===== src/rtl/miss_mem_arbiter_if.sv =====
// Memory-side request/response channel between the miss arbiter and the main-memory model.
// The arbiter is the master of the valid/ready request and the sink of the response pulse.
interface miss_mem_arbiter_if #(
    parameter int unsigned ADDR_WIDTH = 20,
    parameter int unsigned DATA_WIDTH = 128
);
    logic                  mem_req_valid;
    logic                  mem_req_ready;
    logic [ADDR_WIDTH-1:0] mem_req_addr;
    logic                  mem_req_we;
    logic [DATA_WIDTH-1:0] mem_req_wdata;
    logic                  mem_rsp_valid;
    logic [DATA_WIDTH-1:0] mem_rsp_data;

    modport master (
        output mem_req_valid,
        output mem_req_addr,
        output mem_req_we,
        output mem_req_wdata,
        input  mem_req_ready,
        input  mem_rsp_valid,
        input  mem_rsp_data
    );

    modport slave (
        input  mem_req_valid,
        input  mem_req_addr,
        input  mem_req_we,
        input  mem_req_wdata,
        output mem_req_ready,
        output mem_rsp_valid,
        output mem_rsp_data
    );
endinterface


===== src/rtl/miss_mem_arbiter.sv =====
// Buffers one icache and one dcache miss, arbitrates between them, issues the winner to memory
// and returns a one-cycle tagged response (data or bus error) to the requesting cache.
module miss_mem_arbiter #(
    parameter int unsigned ADDR_WIDTH     = 20,
    parameter int unsigned DATA_WIDTH     = 128,
    parameter int unsigned MEM_LINES      = 320,
    parameter int unsigned TIMEOUT_CYCLES = 64
) (
    input  logic                           clk_i,
    input  logic                           reset_ni,
    input  logic                           dcache_req_valid_miss,
    input  logic [ADDR_WIDTH+DATA_WIDTH:0] dcache_req_info_miss,
    input  logic                           icache_req_valid_miss,
    input  logic [ADDR_WIDTH+DATA_WIDTH:0] icache_req_info_miss,
    output logic                           rsp_valid_miss,
    output logic                           rsp_cache_id,
    output logic [DATA_WIDTH-1:0]          rsp_data_miss,
    output logic                           rsp_bus_error,
    miss_mem_arbiter_if.master             mem,
    output logic                           protocol_err_o
);

    localparam int unsigned INFO_W = ADDR_WIDTH + DATA_WIDTH + 1;
    localparam int unsigned WE_BIT = DATA_WIDTH;
    localparam int unsigned CNT_W  = (TIMEOUT_CYCLES > 2) ? $clog2(TIMEOUT_CYCLES) : 1;

    typedef enum logic [2:0] {
        S_IDLE,
        S_ISSUE,
        S_WAIT_RSP,
        S_ERROR_RSP,
        S_RESPOND
    } state_e;

    state_e              state_q, state_d;
    logic                d_pend_q, d_pend_d;
    logic                i_pend_q, i_pend_d;
    logic [INFO_W-1:0]   d_info_q, d_info_d;
    logic [INFO_W-1:0]   i_info_q, i_info_d;
    logic                grant_q, grant_d;
    logic                last_grant_q, last_grant_d;
    logic [CNT_W-1:0]    cnt_q, cnt_d;
    logic                rsp_valid_q, rsp_valid_d;
    logic                rsp_id_q, rsp_id_d;
    logic                rsp_err_q, rsp_err_d;
    logic [DATA_WIDTH-1:0] rsp_data_q, rsp_data_d;
    logic                perr_q, perr_d;

    logic                  arb_any;
    logic                  arb_grant;
    logic [ADDR_WIDTH-1:0] arb_addr;
    logic [INFO_W-1:0]     sel_info;
    logic                  d_free;
    logic                  i_free;

    // Grant value: 1 = dcache, 0 = icache; on a tie the cache not served last wins.
    always_comb begin
        arb_any = d_pend_q | i_pend_q;
        if (d_pend_q && i_pend_q) begin
            arb_grant = ~last_grant_q;
        end else begin
            arb_grant = d_pend_q;
        end
        arb_addr = arb_grant ? d_info_q[INFO_W-1 -: ADDR_WIDTH]
                             : i_info_q[INFO_W-1 -: ADDR_WIDTH];
        sel_info = grant_q ? d_info_q : i_info_q;
    end

    // A new pulse in the freeing RESPOND cycle reloads the entry instead of being an overrun.
    always_comb begin
        d_free   = (state_q == S_RESPOND) && grant_q;
        i_free   = (state_q == S_RESPOND) && !grant_q;
        d_pend_d = d_pend_q;
        i_pend_d = i_pend_q;
        d_info_d = d_info_q;
        i_info_d = i_info_q;
        perr_d   = perr_q;

        if (dcache_req_valid_miss) begin
            if (!d_pend_q || d_free) begin
                d_pend_d = 1'b1;
                d_info_d = dcache_req_info_miss;
            end else begin
                perr_d = 1'b1;
            end
        end else if (d_free) begin
            d_pend_d = 1'b0;
        end

        if (icache_req_valid_miss) begin
            if (!i_pend_q || i_free) begin
                i_pend_d = 1'b1;
                i_info_d = icache_req_info_miss;
            end else begin
                perr_d = 1'b1;
            end
        end else if (i_free) begin
            i_pend_d = 1'b0;
        end
    end

    always_comb begin
        state_d      = state_q;
        grant_d      = grant_q;
        last_grant_d = last_grant_q;
        cnt_d        = cnt_q;
        rsp_valid_d  = 1'b0;
        rsp_id_d     = rsp_id_q;
        rsp_err_d    = rsp_err_q;
        rsp_data_d   = rsp_data_q;

        unique case (state_q)
            S_IDLE: begin
                if (arb_any) begin
                    grant_d      = arb_grant;
                    last_grant_d = arb_grant;
                    if (arb_addr >= ADDR_WIDTH'(MEM_LINES)) begin
                        state_d = S_ERROR_RSP;
                    end else begin
                        state_d = S_ISSUE;
                    end
                end
            end
            S_ISSUE: begin
                if (mem.mem_req_ready) begin
                    state_d = S_WAIT_RSP;
                    cnt_d   = '0;
                end
            end
            S_WAIT_RSP: begin
                cnt_d = cnt_q + CNT_W'(1);
                if (mem.mem_rsp_valid) begin
                    state_d     = S_RESPOND;
                    rsp_valid_d = 1'b1;
                    rsp_id_d    = grant_q;
                    rsp_err_d   = 1'b0;
                    rsp_data_d  = sel_info[WE_BIT] ? '0 : mem.mem_rsp_data;
                end else if (cnt_q == CNT_W'(TIMEOUT_CYCLES - 1)) begin
                    state_d     = S_RESPOND;
                    rsp_valid_d = 1'b1;
                    rsp_id_d    = grant_q;
                    rsp_err_d   = 1'b1;
                    rsp_data_d  = '0;
                end
            end
            S_ERROR_RSP: begin
                state_d     = S_RESPOND;
                rsp_valid_d = 1'b1;
                rsp_id_d    = grant_q;
                rsp_err_d   = 1'b1;
                rsp_data_d  = '0;
            end
            S_RESPOND: begin
                state_d = S_IDLE;
            end
            default: begin
                state_d = S_IDLE;
            end
        endcase
    end

    always_ff @(posedge clk_i or negedge reset_ni) begin
        if (!reset_ni) begin
            state_q      <= S_IDLE;
            d_pend_q     <= 1'b0;
            i_pend_q     <= 1'b0;
            d_info_q     <= '0;
            i_info_q     <= '0;
            grant_q      <= 1'b0;
            last_grant_q <= 1'b0;
            cnt_q        <= '0;
            rsp_valid_q  <= 1'b0;
            rsp_id_q     <= 1'b0;
            rsp_err_q    <= 1'b0;
            rsp_data_q   <= '0;
            perr_q       <= 1'b0;
        end else begin
            state_q      <= state_d;
            d_pend_q     <= d_pend_d;
            i_pend_q     <= i_pend_d;
            d_info_q     <= d_info_d;
            i_info_q     <= i_info_d;
            grant_q      <= grant_d;
            last_grant_q <= last_grant_d;
            cnt_q        <= cnt_d;
            rsp_valid_q  <= rsp_valid_d;
            rsp_id_q     <= rsp_id_d;
            rsp_err_q    <= rsp_err_d;
            rsp_data_q   <= rsp_data_d;
            perr_q       <= perr_d;
        end
    end

    always_comb begin
        mem.mem_req_valid = (state_q == S_ISSUE);
        mem.mem_req_addr  = '0;
        mem.mem_req_we    = 1'b0;
        mem.mem_req_wdata = '0;
        if (state_q == S_ISSUE) begin
            mem.mem_req_addr  = sel_info[INFO_W-1 -: ADDR_WIDTH];
            mem.mem_req_we    = sel_info[WE_BIT];
            mem.mem_req_wdata = sel_info[DATA_WIDTH-1:0];
        end
    end

    assign rsp_valid_miss = rsp_valid_q;
    assign rsp_cache_id   = rsp_id_q;
    assign rsp_data_miss  = rsp_data_q;
    assign rsp_bus_error  = rsp_err_q;
    assign protocol_err_o = perr_q;

endmodule


===== src/flat_wrapper.sv =====
// flat-port wrapper written by rule: the top's interface ports become plain ports
module miss_mem_arbiter_flat 
#(
    parameter int unsigned ADDR_WIDTH     = 20,
    parameter int unsigned DATA_WIDTH     = 128,
    parameter int unsigned MEM_LINES      = 320,
    parameter int unsigned TIMEOUT_CYCLES = 64
)
  (clk_i, reset_ni, dcache_req_valid_miss, dcache_req_info_miss, icache_req_valid_miss, icache_req_info_miss, rsp_valid_miss, rsp_cache_id, rsp_data_miss, rsp_bus_error, protocol_err_o, mem_mem_req_valid, mem_mem_req_addr, mem_mem_req_we, mem_mem_req_wdata, mem_mem_req_ready, mem_mem_rsp_valid, mem_mem_rsp_data);
  miss_mem_arbiter_if #(.ADDR_WIDTH(ADDR_WIDTH), .DATA_WIDTH(DATA_WIDTH)) mem_i ();
  input  logic clk_i;
  input  logic reset_ni;
  input  logic dcache_req_valid_miss;
  input  logic [ADDR_WIDTH+DATA_WIDTH:0] dcache_req_info_miss;
  input  logic icache_req_valid_miss;
  input  logic [ADDR_WIDTH+DATA_WIDTH:0] icache_req_info_miss;
  output logic rsp_valid_miss;
  output logic rsp_cache_id;
  output logic [DATA_WIDTH-1:0] rsp_data_miss;
  output logic rsp_bus_error;
  output logic protocol_err_o;
  output wire logic [$bits(mem_i.mem_req_valid)-1:0] mem_mem_req_valid;
  output wire logic [$bits(mem_i.mem_req_addr)-1:0] mem_mem_req_addr;
  output wire logic [$bits(mem_i.mem_req_we)-1:0] mem_mem_req_we;
  output wire logic [$bits(mem_i.mem_req_wdata)-1:0] mem_mem_req_wdata;
  input wire logic [$bits(mem_i.mem_req_ready)-1:0] mem_mem_req_ready;
  input wire logic [$bits(mem_i.mem_rsp_valid)-1:0] mem_mem_rsp_valid;
  input wire logic [$bits(mem_i.mem_rsp_data)-1:0] mem_mem_rsp_data;
  assign mem_mem_req_valid = mem_i.mem_req_valid;
  assign mem_mem_req_addr = mem_i.mem_req_addr;
  assign mem_mem_req_we = mem_i.mem_req_we;
  assign mem_mem_req_wdata = mem_i.mem_req_wdata;
  assign mem_i.mem_req_ready = mem_mem_req_ready;
  assign mem_i.mem_rsp_valid = mem_mem_rsp_valid;
  assign mem_i.mem_rsp_data = mem_mem_rsp_data;
  miss_mem_arbiter #(.ADDR_WIDTH(ADDR_WIDTH), .DATA_WIDTH(DATA_WIDTH), .MEM_LINES(MEM_LINES), .TIMEOUT_CYCLES(TIMEOUT_CYCLES)) u_core (.clk_i(clk_i), .reset_ni(reset_ni), .dcache_req_valid_miss(dcache_req_valid_miss), .dcache_req_info_miss(dcache_req_info_miss), .icache_req_valid_miss(icache_req_valid_miss), .icache_req_info_miss(icache_req_info_miss), .rsp_valid_miss(rsp_valid_miss), .rsp_cache_id(rsp_cache_id), .rsp_data_miss(rsp_data_miss), .rsp_bus_error(rsp_bus_error), .mem(mem_i), .protocol_err_o(protocol_err_o));
endmodule

===== config.mk =====
export PLATFORM = sky130hd
export DESIGN_NAME = miss_mem_arbiter_flat
export DESIGN_NICKNAME = d
export VERILOG_FILES = /design/src/rtl/miss_mem_arbiter_if.sv /design/src/rtl/miss_mem_arbiter.sv /design/src/flat_wrapper.sv
export SDC_FILE = /design/constraint.sdc
export NUM_CORES = 1
export LEC_CHECK = 0
export CAP_MARGIN = 25
export CORE_AREA = 2 2 279 281
export DETAILED_ROUTE_END_ITERATION = 8
export DIE_AREA = 0 0 281 283
export GPL_TIMING_DRIVEN = 0
export HOLD_SLACK_MARGIN = 0.08
export SLEW_MARGIN = 20
export SYNTH_ARGS = -nofsm -noshare
export SYNTH_HDL_FRONTEND = slang
export SYNTH_SLANG_ARGS = --single-unit

===== constraint.sdc =====
create_clock -name clk_i -period 3.1 [get_ports clk_i]
set_input_delay 0.465 -clock clk_i [delete_from_list [all_inputs] [get_ports clk_i]]
set_output_delay 0.465 -clock clk_i [all_outputs]
set_load 0.01 [all_outputs]

* After elaboration in Yosys (flattened, before gate mapping)
Cells that the tools add are included. Widths: inputs -> output; s select.
Word-level totals: bits in registers 442, input bits 432, logic and storage cells 84
Cells by class: add/subtract/negate cells 1, order comparisons 1, equality and inequality tests 10, mux-type cells 37, bitwise operators 2, reduce and logical (&&, ||, !) cells 21
Operator list (count):
- $mux 128 | 4
- $pmux 128 s2 | 1
- $mux 149 | 1
- $mux 20 | 2
- $ge 20x9->1 const B | 1
- $mux 1 | 18
- $reduce_and 2->1 | 7
- $mux 3 | 4
- $pmux 3 s4 | 1
- $pmux 6 s2 | 1
- $ne 2x1->1 const B | 4
- $reduce_bool 2->1 | 4
- $add 6x1->6 const B | 1
- $eq 3x2->1 const B | 2
- $eq 6x6->1 const B | 1
- $mux 6 | 1
- $pmux 1 s2 | 3
- $eq 3x1->1 const B | 1
- $eq 3x3->1 const B | 1
- $logic_and 1x1->1 | 3
- $logic_not 1->1 | 3
- $logic_not 3->1 | 1
- $ne 3x2->1 const B | 1
- $reduce_and 3->1 | 1
- 4 further kinds | 5

* Depth between registers and ports, before layout
Gate-level depths: netlist of run 1.
depth after elaboration 7, depth in mapped cells 8

* Least setup slack after synthesis of run 1
No wires, ideal clock.
kind register -> output, from register u_core.state_q[2], to output mem_mem_req_wdata[100], arrival time 1531 ps, required time 2635 ps, setup slack 1104 ps, cell stages (with the launch flop) 6, buffers on the path 3, path through dfrtp_1 or3_1 clkbuf_1 clkbuf_1 clkbuf_1 nor2_1
On the way: cells in the longest elaborated chain, start to end 2
RTL lines:
- from (decl) | RTL line miss_mem_arbiter.sv:35 | state_e state_q, state_d;
- from (signal assigned) | RTL line miss_mem_arbiter.sv:178 | state_q <= state_d;
- $eq 3x1->1 | RTL line miss_mem_arbiter.sv:199 | if (state_q == S_ISSUE) begin
- $mux 128 | RTL line miss_mem_arbiter.sv:199
- to (decl) | RTL line flat_wrapper.sv:25 | output wire logic [$bits(mem_i.mem_req_wdata)-1:0] mem_mem_req_wdata;
No other way between the ends.

* Final worst setup path of run 1
from register u_core.state_q[0], to output mem_mem_req_wdata[50]
Same word-level chain as after synthesis.

==> summary.md, run 1 <==
| Metric | Value |
|---|---|
| Status | completed |
| CP endpoint kind | output pin |
| Initial core utilization | 0.268 |
| Fraction of layout cells with a size suffix above 1 | 0.210 |
| Slowest cell on crit path | clkdlybuf4s50_1 |
| Grt total ovfl | 0 |
| Length of routed met2 wiring | 34.6 mm |
| Post-layout minimum cycle time | between 2000 and 3000 ps |
| Max clock buf depth | 3 |
| CP required | 2630 ps |
| Number of I/O port buffers | ~710 |
| Vias in the first global route | around 16000 |
| Leak | ~15 nW |
| IO Pins | ~710 |
| Vias post-DR | between 10000 and 15000 |
| Routed len/inst | 20.2 µm |
| Crit path cell chain | inv_1 > or3_4 > clkbuf_4 > clkbuf_8 > nor2_4 > clkdlybuf4s50_1 |
| GRT Total Usage | 0.170 |
| Die height | about 280 µm |
| Synthesized flop and latch total | roughly 440 |
| First-pass GRT wire length | 103 mm |
| Die width | 281 µm |
| Final antenna-violating net count | 0 |
| Mapped cell area | ~21000 µm² |
| RSZ-0062 raised after global routing | false |
| Async set-reset flop share out of synthesis | 1.00 |
| WHS | ~350 ps |
| Cell Int Power | 0.0198 W |
| CTS tree | yes |
| Reg power frac | 0.337 |
| Clock Tree Root | clkbuf_16 |
| Crit-path leading delay family | buffers and inverters |
| Core Region | roughly 77000 µm² |
| Clock share of power | 0.220 |
| Distinct cells, synth | 36 |
| Skew-Pair Late Insertion Delay | around 590 ps |
| Comb pwr share | 0.443 |
| Max Freq | between 300 and 400 MHz |
| Worst Tran Pin Value | 757 ps |
| Clk slew on worst S/H paths | approximately 60 ps |
| R2R Setup Slk | ~210 ps |
| Slew HR | 0.496 |
| Sw Ratio | 0.334 |
| Total Wirelength | about 70 mm |
| DR top layer | met5 |
| Setup-failing EPs final | 0 |
| Largest cells by area after synthesis | dfrtp_1 (54%), mux2_4 (16%), mux2i_1 (13%), mux2_2 (4.3%), nor2_1 (2.8%) |
| Pins over their slew limit | 0 |
| Switch Pwr | 0.00993 W |
| Nets@finish | approximately 2800 |
| Final hold viol count | 0 |
| Crit path kind | reg2out |
| Antenna violations before repair | 11 |
| Min-delay worst type | in2async |
| Top-area cell type share of the netlist area | 0.538 |
| Starting DRT DRC Count | around 560 |
| Num CTS Buffers | 53 |
| Max cap viols | 0 |
| Peak VDD IR | between 0.4 and 0.5 mV |
| Syn Area/Cell | ~13 µm² |
| DIE AREA | 79500 µm² |
| Crit path max fanout | 10 |
| EDFF count, synth | 0 |
| Type of element launching the critical path | register |
| Sequential area share after synthesis | 0.538 |
| Met3 Wirelength | about 5.8 mm |
| CTS H-tree lvls | 2 |
| Rows | 102 |
| Post-Syn Nets | around 2000 |
| Slowest Stage Delay on Critical Path | around 570 ps |
| Pre-CTS setup slack | -424 ps |
| Top_reg_cell synth | dfrtp_1 |
| Largest net degree at the start of global routing | a little over 90 |
| Layout area overhead | 52.0% |
| Number of clock sinks | ~440 |
| Drt pass-1 iters | 4 |
| Crit path DAT | between 2000 and 3000 ps |
| Clock skew | approximately 14 ps |
| Final setup margin | between 100 and 150 ps |
| Tcrit/Tclk final | 0.966 |
| Yosys top cell by area | dfrtp_1 |
| Fin util | 0.407 |
| DP Wirelength | between 50 and 60 mm |
| Final RePlAce weighted congestion | 0.850 |
| Number of synthesis warnings | 0 |
| Fillers | around 7200 |
| DRT met1 WL | 27.6 mm |
| Post-Syn Instances | around 1600 |
| Crit path buffers/inverters | 4 |
| Pwr dens | around 950 nW/µm² |
| Vias/cell | ~4.3 |
| Drt drc | 0 |
metal layers:
layer  up-vias  global-route usage
li1       6856                   -
met2       481               0.299
met1      7381               0.194
met5         -                   0
met3       107              0.0591
met4        10              0.0515
cells in the mapped netlist (all sizes together), types with 3 or more instances:
library cell  number
mux2             299
nand2            137
nand4              4
clkbuf            36
nor2             152
a21oi              5
mux2i            277
buf               59
nor4               4
nor3               3
dfrtp            442
o21ai             10
inv              136
power by group through the flow:
stage | clock [W] | sequential, W | combinational [W]
2_1_floorplan | 0 | 0.00994 | 0.00764
3_3_place_gp | 0 | 0.00999 | 0.0130
3_5_place_dp | 0 | 0.0101 | 0.0132
4_1_cts | 0.00674 | 0.0100 | 0.0134
5_1_grt | 0.00700 | 0.0103 | 0.0142
6_report | 0.00654 | 0.0100 | 0.0132
cell families (layout without fill, tap and decap cells):
group | Yosys count | in the layout | share of synthesized area
and+or+nand+nor | 307 | 307 | 0.0586
AOI/OAI and AO/OA | 29 | 29 | 0.00968
DFF | 442 | 442 | 0.538
xor gates and xnor gates | 1 | 1 | 0.000426
adders and majority gates | 1 | 1 | 0.000609
muxes | 576 | 576 | 0.339
other | 0 | 8 | 0
buffers and inverters | 231 | 1054 | 0.0533
final timing paths:
check,cells after the start,from,endpoint
min reg2reg,2,u_core.protocol_err_o$_DFF_PN0_,u_core.protocol_err_o$_DFF_PN0_
max in group asynchronous,5,reset_ni,u_core.i_info_q[20]$_DFFE_PN0P_
min in group clk_i,3,mem_mem_rsp_data[2],u_core.rsp_data_miss[2]$_DFFE_PN0P_
max reg2reg,7,u_core.grant_q$_DFFE_PN0P_,u_core.rsp_data_miss[72]$_DFFE_PN0P_
min,2,reset_ni,u_core.d_info_q[83]$_DFFE_PN0P_
max,6,u_core.state_q[0]$_DFFE_PN0P_,mem_mem_req_wdata[50]
registers in the layout (all words and copies together), names as in the netlist:
register / flops
u_core.rsp_bus_error: 1
u_core.i_pend_q: 1
u_core.grant_q: 1
u_core.rsp_valid_miss: 1
u_core.rsp_data_miss: 128
u_core.rsp_cache_id: 1
u_core.d_info_q: 149
u_core.i_info_q: 149
u_core.d_pend_q: 1
u_core.protocol_err_o: 1
u_core.state_q: 3
u_core.cnt_q: 6
cells in the final DEF (no fill, tap or decap), drive strengths merged, types with 2 or more instances in the layout:
master / Yosys / routed
buf: 59 / 75
nor4: 4 / 4
dfrtp: 442 / 442
o21ai: 10 / 10
nor2: 152 / 152
nor3: 3 / 3
clkdlybuf4s50: 0 / 641
and3: 2 / 2
bufinv: 0 / 5
mux2: 299 / 299
nand4: 4 / 4
clkinv: 0 / 10
diode: 0 / 8
or3b: 2 / 2
clkbuf: 36 / 111
inv: 136 / 139
nand2: 137 / 137
dlygate4sd2: 0 / 57
or3: 2 / 2
o31a: 2 / 2
a21oi: 5 / 5
o221ai: 2 / 2
mux2i: 277 / 277
a31oi: 2 / 2
dlymetal6s2s: 0 / 13
area by class of cell:
| type | instances | area (µm²) | share of cell area |
|---|---|---|---|
| clock buffers | 80 | 1620 | 0.0519 |
| multi-input cells | 914 | 8460 | 0.271 |
| clock inverters | 19 | 234 | 0.00749 |
| diodes | 8 | 20.0 | 0.000641 |
| repair buffers | 725 | 7310 | 0.234 |
| well taps | 1040 | 1300 | 0.0417 |
| flip-flops and latches | 442 | 11100 | 0.354 |
| inverters | 136 | 510 | 0.0163 |
| plain buffers | 94 | 714 | 0.0229 |
stage by stage:
stage / instance area (µm²) / std cells / TNS (ps) / power, W
3_5_place_dp: 29200 / 3347 / -31090 / 0.0233
4_1_cts: 31200 / 3450 / 0 / 0.0302
5_1_grt: 31200 / 3455 / 0 / 0.0315
3_3_place_gp: 29000 / 3340 / -8168480 / 0.0230
6_report: 31200 / 3458 / 0 / 0.0298
2_1_floorplan: 20500 / 1587 / 0 / 0.0176
repair_timing:
| action | 4_1_cts | 5_1_grt |
|---|---|---|
| pin swaps | 1 | 0 |
| setup endpoints to repair | 249 | 53 |
| hold buffers | 1 | 0 |
| hold endpoints to repair | 34 | 0 |
| resized for setup | 130 | 27 |
| setup buffers | 4 | 0 |
Note: power is estimated with default switching activity, not from simulation.
==> run 2, diff against run 1 <==
--- a/config.mk
+++ b/config.mk
@@ -11,7 +11,7 @@
 export DIE_AREA = 0 0 281 283
 export GPL_TIMING_DRIVEN = 0
 export HOLD_SLACK_MARGIN = 0.08
-export SLEW_MARGIN = 20
+export SLEW_MARGIN = 25
 export SYNTH_ARGS = -nofsm -noshare
 export SYNTH_HDL_FRONTEND = slang
 export SYNTH_SLANG_ARGS = --single-unit
==> summary.md, run 2 (same netlist as run 1, synthesis figures left out) <==
| Metric | Value |
|---|---|
| CP required | 2630 ps |
| Reg-to-Reg Start | u_core.grant_q$_DFFE_PN0P_ |
| Grt total ovfl | 0 |
| Layout area overhead | 51.7% |
| Most frequent cells in the layout | clkdlybuf4s50_1 (638), dfrtp_1 (440), mux2i_1 (271) |
| Fraction of layout cells with a size suffix above 1 | 0.204 |
| Die width | between 200 and 300 µm |
| Min-delay worst type | in2async |
| Drt pass-1 iters | 4 |
| First-pass GRT wire length | 103 mm |
| Worst Setup EP | mem_mem_req_wdata[3] |
| R2r worst-path depth | 7 |
| Tcrit/Tclk final | 0.968 |
| Slew HR | 0.538 |
| Vias post-DR | about 15000 |
| Starting DRT DRC Count | around 520 |
| Routed len/inst | 20.2 µm |
| Max Freq | 333 MHz |
| Total Wirelength | 69.7 mm |
| Antenna violations before repair | 9 |
| Pins over their slew limit | 0 |
| Clock skew | between 20 and 30 ps |
| Clk slew on worst S/H paths | roughly 60 ps |
| Die height | roughly 280 µm |
| Nets@finish | 2795 |
| FF-to-FF End | u_core.rsp_data_miss[11]$_DFFE_PN0P_ |
| GRT Total Usage | 0.171 |
| Crit path max fanout | 10 |
| Status | completed |
| Setup-failing EPs final | 0 |
| Final instance count without filler cells | approximately 3400 |
| R2R Setup Slk | approximately 250 ps |
| Number of I/O port buffers | about 710 |
| Fin util | 0.406 |
| Clock Tree Root | clkbuf_16 |
| Commonest non-fill, non-tap cell in the layout | clkdlybuf4s50_1 |
| CTS tree | yes |
| CTS H-tree lvls | 2 |
| Pre-CTS setup slack | -482 ps |
| Final setup margin | around 100 ps |
| Pwr dens | roughly 950 nW/µm² |
| Initial core utilization | 0.268 |
| IO Pins | 714 |
| Vias in the first global route | ~16000 |
| Leak | between 10 and 15 nW |
| Final antenna-violating net count | 0 |
| Max clock buf depth | 3 |
| Peak VDD IR | 0.462 mV |
| DP Wirelength | 53.0 mm |
| Final setup TNS | 0 ps |
| Worst Tran Pin Value | between 600 and 700 ps |
| Core Region | between 70000 and 80000 µm² |
| DIE AREA | about 80000 µm² |
| Max cap viols | 0 |
| Post-layout minimum cycle time | ~3000 ps |
| Num CTS Buffers | 52 |
| Crit. Startpoint | u_core.state_q[2]$_DFFE_PN0P_ |
| Largest net degree at the start of global routing | 90 |
| Crit path DAT | about 2500 ps |
| WHS | 376 ps |
| CP endpoint kind | output pin |
| Drt drc | 0 |
| Type of element launching the critical path | register |
| Crit path kind | reg2out |
| Vias/cell | between 4 and 5 |
| Skew-Pair Late Insertion Delay | roughly 590 ps |
| Number of clock sinks | approximately 440 |
| Cells after DPL | 3345 |
| Final hold viol count | 0 |
| Rows | 102 |
| Final RePlAce weighted congestion | about 0.85 |
==> run 2: cell types whose count changed in the layout (fill, tap and decap cells not counted), sizes merged, moves of 2 or more <==
cell / before / now
dlymetal6s2s: 13 / 31
dlygate4sd2: 57 / 42
buf: 75 / 72
clkdlybuf4s50: 641 / 638
clkinv: 10 / 7
diode: 8 / 6
inv: 139 / 137
==> run 2: what timing repair did <==
item,4_1_cts,5_1_grt
resized for setup,113,46
setup buffers,4,0
endpoints found under the setup margin,231,80
endpoints found under the hold margin,41,0
pin swaps,1,0
hold buffers,1,0
==> run 2: worst max-delay path, stage by stage, from the launching register on <==
cell             delay, ps
dfrtp_2                450
or3_4                  410
buf_4                  170
clkbuf_2               190
nor2_1                 160
clkdlybuf4s50_1        570
==> run 2: how the worst min path moves through the flow <==
stage / from / endpoint / slack (ps) / depth (start not counted)
finish: reset_ni / u_core.d_info_q[83]$_DFFE_PN0P_ / 380 / 2
global route: reset_ni / u_core.d_info_q[83]$_DFFE_PN0P_ / 360 / 2
CTS: reset_ni / u_core.d_info_q[83]$_DFFE_PN0P_ / 340 / 2
detailed placement: reset_ni / u_core.d_info_q[83]$_DFFE_PN0P_ / 380 / 1
global placement: u_core.protocol_err_o$_DFF_PN0_ / u_core.protocol_err_o$_DFF_PN0_ / 470 / 2
floorplan: reset_ni / u_core.cnt_q[0]$_DFFE_PN0P_ / 170 / 0
==> run 2: area by class of cell <==
cell class	instances	area, µm²
fill	7244	45500
sequential	442	11100
multi-input combinational	914	8440
timing repair buffer	723	7350
clock buffer	79	1550
tap	1040	1300
buffer	93	741
inverter	136	510
clock inverter	14	186
antenna	6	15.0
==> run 2: per-stage QoR <==
| step | total power (W) | instance area, µm² |
|---|---|---|
| finish | 0.0295 | 31200 |
| global route | 0.0312 | 31200 |
| CTS | 0.0299 | 31100 |
| detailed placement | 0.0232 | 29100 |
| global placement | 0.0230 | 29000 |
| floorplan | 0.0176 | 20500 |
==> run 2: where the power goes <==
group / switching [W] / total (W) / internal (W)
sequential: 0.00159 / 0.0100 / 0.00845
clock: 0.00249 / 0.00627 / 0.00377
combinational: 0.00580 / 0.0132 / 0.00739
==> run 2: layer usage <==
metal / part of all wire / GRT usage
met2: 0.50 / 0.301
met1: 0.39 / 0.195
met5: 0.00066 / 0
met3: 0.084 / 0.0584
met4: 0.023 / 0.0479
==> run 3, diff against run 2 <==
--- a/config.mk
+++ b/config.mk
@@ -9,7 +9,7 @@
 export CORE_AREA = 2 2 279 281
 export DETAILED_ROUTE_END_ITERATION = 8
 export DIE_AREA = 0 0 281 283
-export GPL_TIMING_DRIVEN = 0
+export GPL_TIMING_DRIVEN = 1
 export HOLD_SLACK_MARGIN = 0.08
 export SLEW_MARGIN = 25
 export SYNTH_ARGS = -nofsm -noshare
==> summary.md, run 3 (same netlist as run 1, synthesis figures left out) <==
| Metric | Value |
|---|---|
| Status | completed |
| Pwr dens | 953 nW/µm² |
| Nets@finish | ~2800 |
| Crit path max fanout | 38 |
| Max Freq | 331 MHz |
| Power, Total | 0.0295 W |
| Commonest non-fill, non-tap cell in the layout | clkdlybuf4s50_1 |
| Number of I/O port buffers | ~710 |
| Clock Tree Root | clkbuf_16 |
| CP required | around 2600 ps |
| DIE AREA | 79500 µm² |
| Slowest cell on crit path | clkdlybuf4s50_1 |
| Skew-Pair Late Insertion Delay | approximately 590 ps |
| Rows | roughly 100 |
| Tcrit/Tclk final | 0.974 |
| R2r worst-path depth | 6 |
| Final setup TNS | 0 ps |
| Number of clock sinks | between 400 and 500 |
| Pins over their slew limit | 0 |
| CTS tree | yes |
| Post-layout minimum cycle time | 3020 ps |
| Final setup margin | approximately 80 ps |
| Starting DRT DRC Count | approximately 600 |
| R2R Setup Slk | roughly 590 ps |
| Die width | between 200 and 300 µm |
| Min-delay worst type | in2reg |
| Grt total ovfl | 0 |
| Routed len/inst | 19.3 µm |
| Crit path DAT | approximately 2600 ps |
| Vias/cell | approximately 4.3 |
| Vias in the first global route | roughly 16000 |
| Hold Startpoint | mem_mem_rsp_data[106] |
| Final hold viol count | 0 |
| Fillers | roughly 7200 |
| Vias post-DR | between 10000 and 15000 |
| Final antenna-violating net count | 0 |
| Peak VDD IR | 0.511 mV |
| Num CTS Buffers | 52 |
| CTS H-tree lvls | 2 |
| Core Region | roughly 77000 µm² |
| DP Wirelength | about 48 mm |
| Fraction of layout cells with a size suffix above 1 | 0.194 |
| Layout area overhead | 50.7% |
| Setup-failing EPs final | 0 |
| Most frequent cells in the layout | clkdlybuf4s50_1 (708), dfrtp_1 (438), mux2i_1 (277) |
| Largest net degree at the start of global routing | between 70 and 80 |
| RSZ-0062 raised after global routing | false |
| Reg-to-Reg Start | u_core.state_q[1]$_DFFE_PN0P_ |
| Slowest Stage Delay on Critical Path | around 560 ps |
| Clk slew on worst S/H paths | 60 ps |
| Leak | 14.2 nW |
| GRT Total Usage | 0.161 |
| Final RePlAce weighted congestion | approximately 0.83 |
| Type of element launching the critical path | register |
| Max cap viols | 0 |
| Pre-CTS setup slack | 281 ps |
| Crit path kind | reg2out |
| Hold path endpoint | u_core.rsp_data_miss[106]$_DFFE_PN0P_ |
| IO Pins | about 700 |
| Die height | around 280 µm |
| Initial core utilization | 0.268 |
| FF-to-FF End | u_core.i_info_q[119]$_DFFE_PN0P_ |
| Total Wirelength | 65.6 mm |
| Clock skew | approximately 27 ps |
| CP endpoint kind | output pin |
| Crit path cell chain | clkinvlp_4 > or3_4 > buf_16 > nor2_4 > clkdlybuf4s50_1 |
| Worst Tran Pin Value | 748 ps |
| Hold Crit Depth | 3 |
| Drt drc | 0 |
| Slew HR | 0.501 |
| Drt pass-1 iters | 7 |
| First-pass GRT wire length | 99.1 mm |
| Antenna violations before repair | 3 |
| Max clock buf depth | 3 |
run 3: changes by cell type in the layout (fill, tap and decap cells not counted), moves of 5 or more:
cell / delta
buf_4: +31
clkbuf_8: -9
mux2i_1: +6
mux2i_2: -5
clkdlybuf4s50_1: +70
buf_2: -31
dlygate4sd2_1: -41
clkbuf_2: -7
buf_6: -24
buf_12: +18
clkbuf_4: -8
dlymetal6s2s_1: -28
clkbuf_1: -9
run 3: layer usage:
metal / up-vias / track usage / share of wire / wire [µm]
met5: - / 0 / 0 / 0
met4: 0 / 0.0467 / 0.025 / 1630
met3: 78 / 0.0429 / 0.069 / 4550
met2: 496 / 0.284 / 0.50 / 32900
met1: 7176 / 0.192 / 0.40 / 26500
li1: 6748 / - / - / -
run 3: how the worst max path moves through the flow:
stage          slack (ps)                          start                     end
6_report               80  u_core.state_q[0]$_DFFE_PN0P_          mem_mem_req_we
2_1_floorplan        1100  u_core.state_q[2]$_DFFE_PN0P_  mem_mem_req_wdata[100]
5_1_grt                 6  u_core.state_q[0]$_DFFE_PN0P_    mem_mem_req_addr[12]
3_5_place_dp          280  u_core.state_q[0]$_DFFE_PN0P_          mem_mem_req_we
3_3_place_gp          340  u_core.state_q[0]$_DFFE_PN0P_          mem_mem_req_we
4_1_cts                 4  u_core.state_q[0]$_DFFE_PN0P_     mem_mem_req_addr[7]
run 3: cell type report:
class	instances	area, µm²	share of cell area
Sequential cell	442	11100	0.357
Multi-Input combinational cell	915	8460	0.273
Timing Repair Buffer	776	7920	0.256
Clock buffer	75	1500	0.0484
Tap cell	1040	1300	0.0420
Inverter	136	514	0.0166
Clock inverter	17	201	0.00651
Antenna cell	3	7.51	0.000242
run 3: critical path: cells and delay by family, from the launching register on:
| family | cells | cell delay (ps) |
|---|---|---|
| buf+inv | 3 | 880 |
| simple gates | 2 | 630 |
| flops | 1 | 400 |
run 3: per-stage QoR:
stage | area, µm² | utilization | cells | hold WS [ps]
2_1_floorplan | 20500 | - | 1587 | 169
4_1_cts | 30900 | 0.403 | 3401 | 386
3_5_place_dp | 29100 | 0.379 | 3298 | 469
5_1_grt | 31000 | 0.404 | 3404 | 398
6_report | 31000 | 0.404 | 3404 | 430
3_3_place_gp | 29100 | 0.379 | 3298 | 471
run 3: repair_timing:
action / in CTS / in global routing
gates cloned: 2 / 0
hold buffers: 1 / 0
buffers inserted: 8 / 0
resized for setup: 16 / 6
pin swaps: 1 / 1
hold endpoints to repair: 63 / 0
endpoints found under the setup margin: 132 / 46
run 3: power by group:
group | leakage [nW] | total [W] | switching [W] | internal (W)
Combinational | 7.85 | 0.0133 | 0.00573 | 0.00759
Clock | 0.834 | 0.00612 | 0.00245 | 0.00367
Sequential | 5.52 | 0.0101 | 0.00161 | 0.00845
Total | 14.2 | 0.0295 | 0.00979 | 0.0197
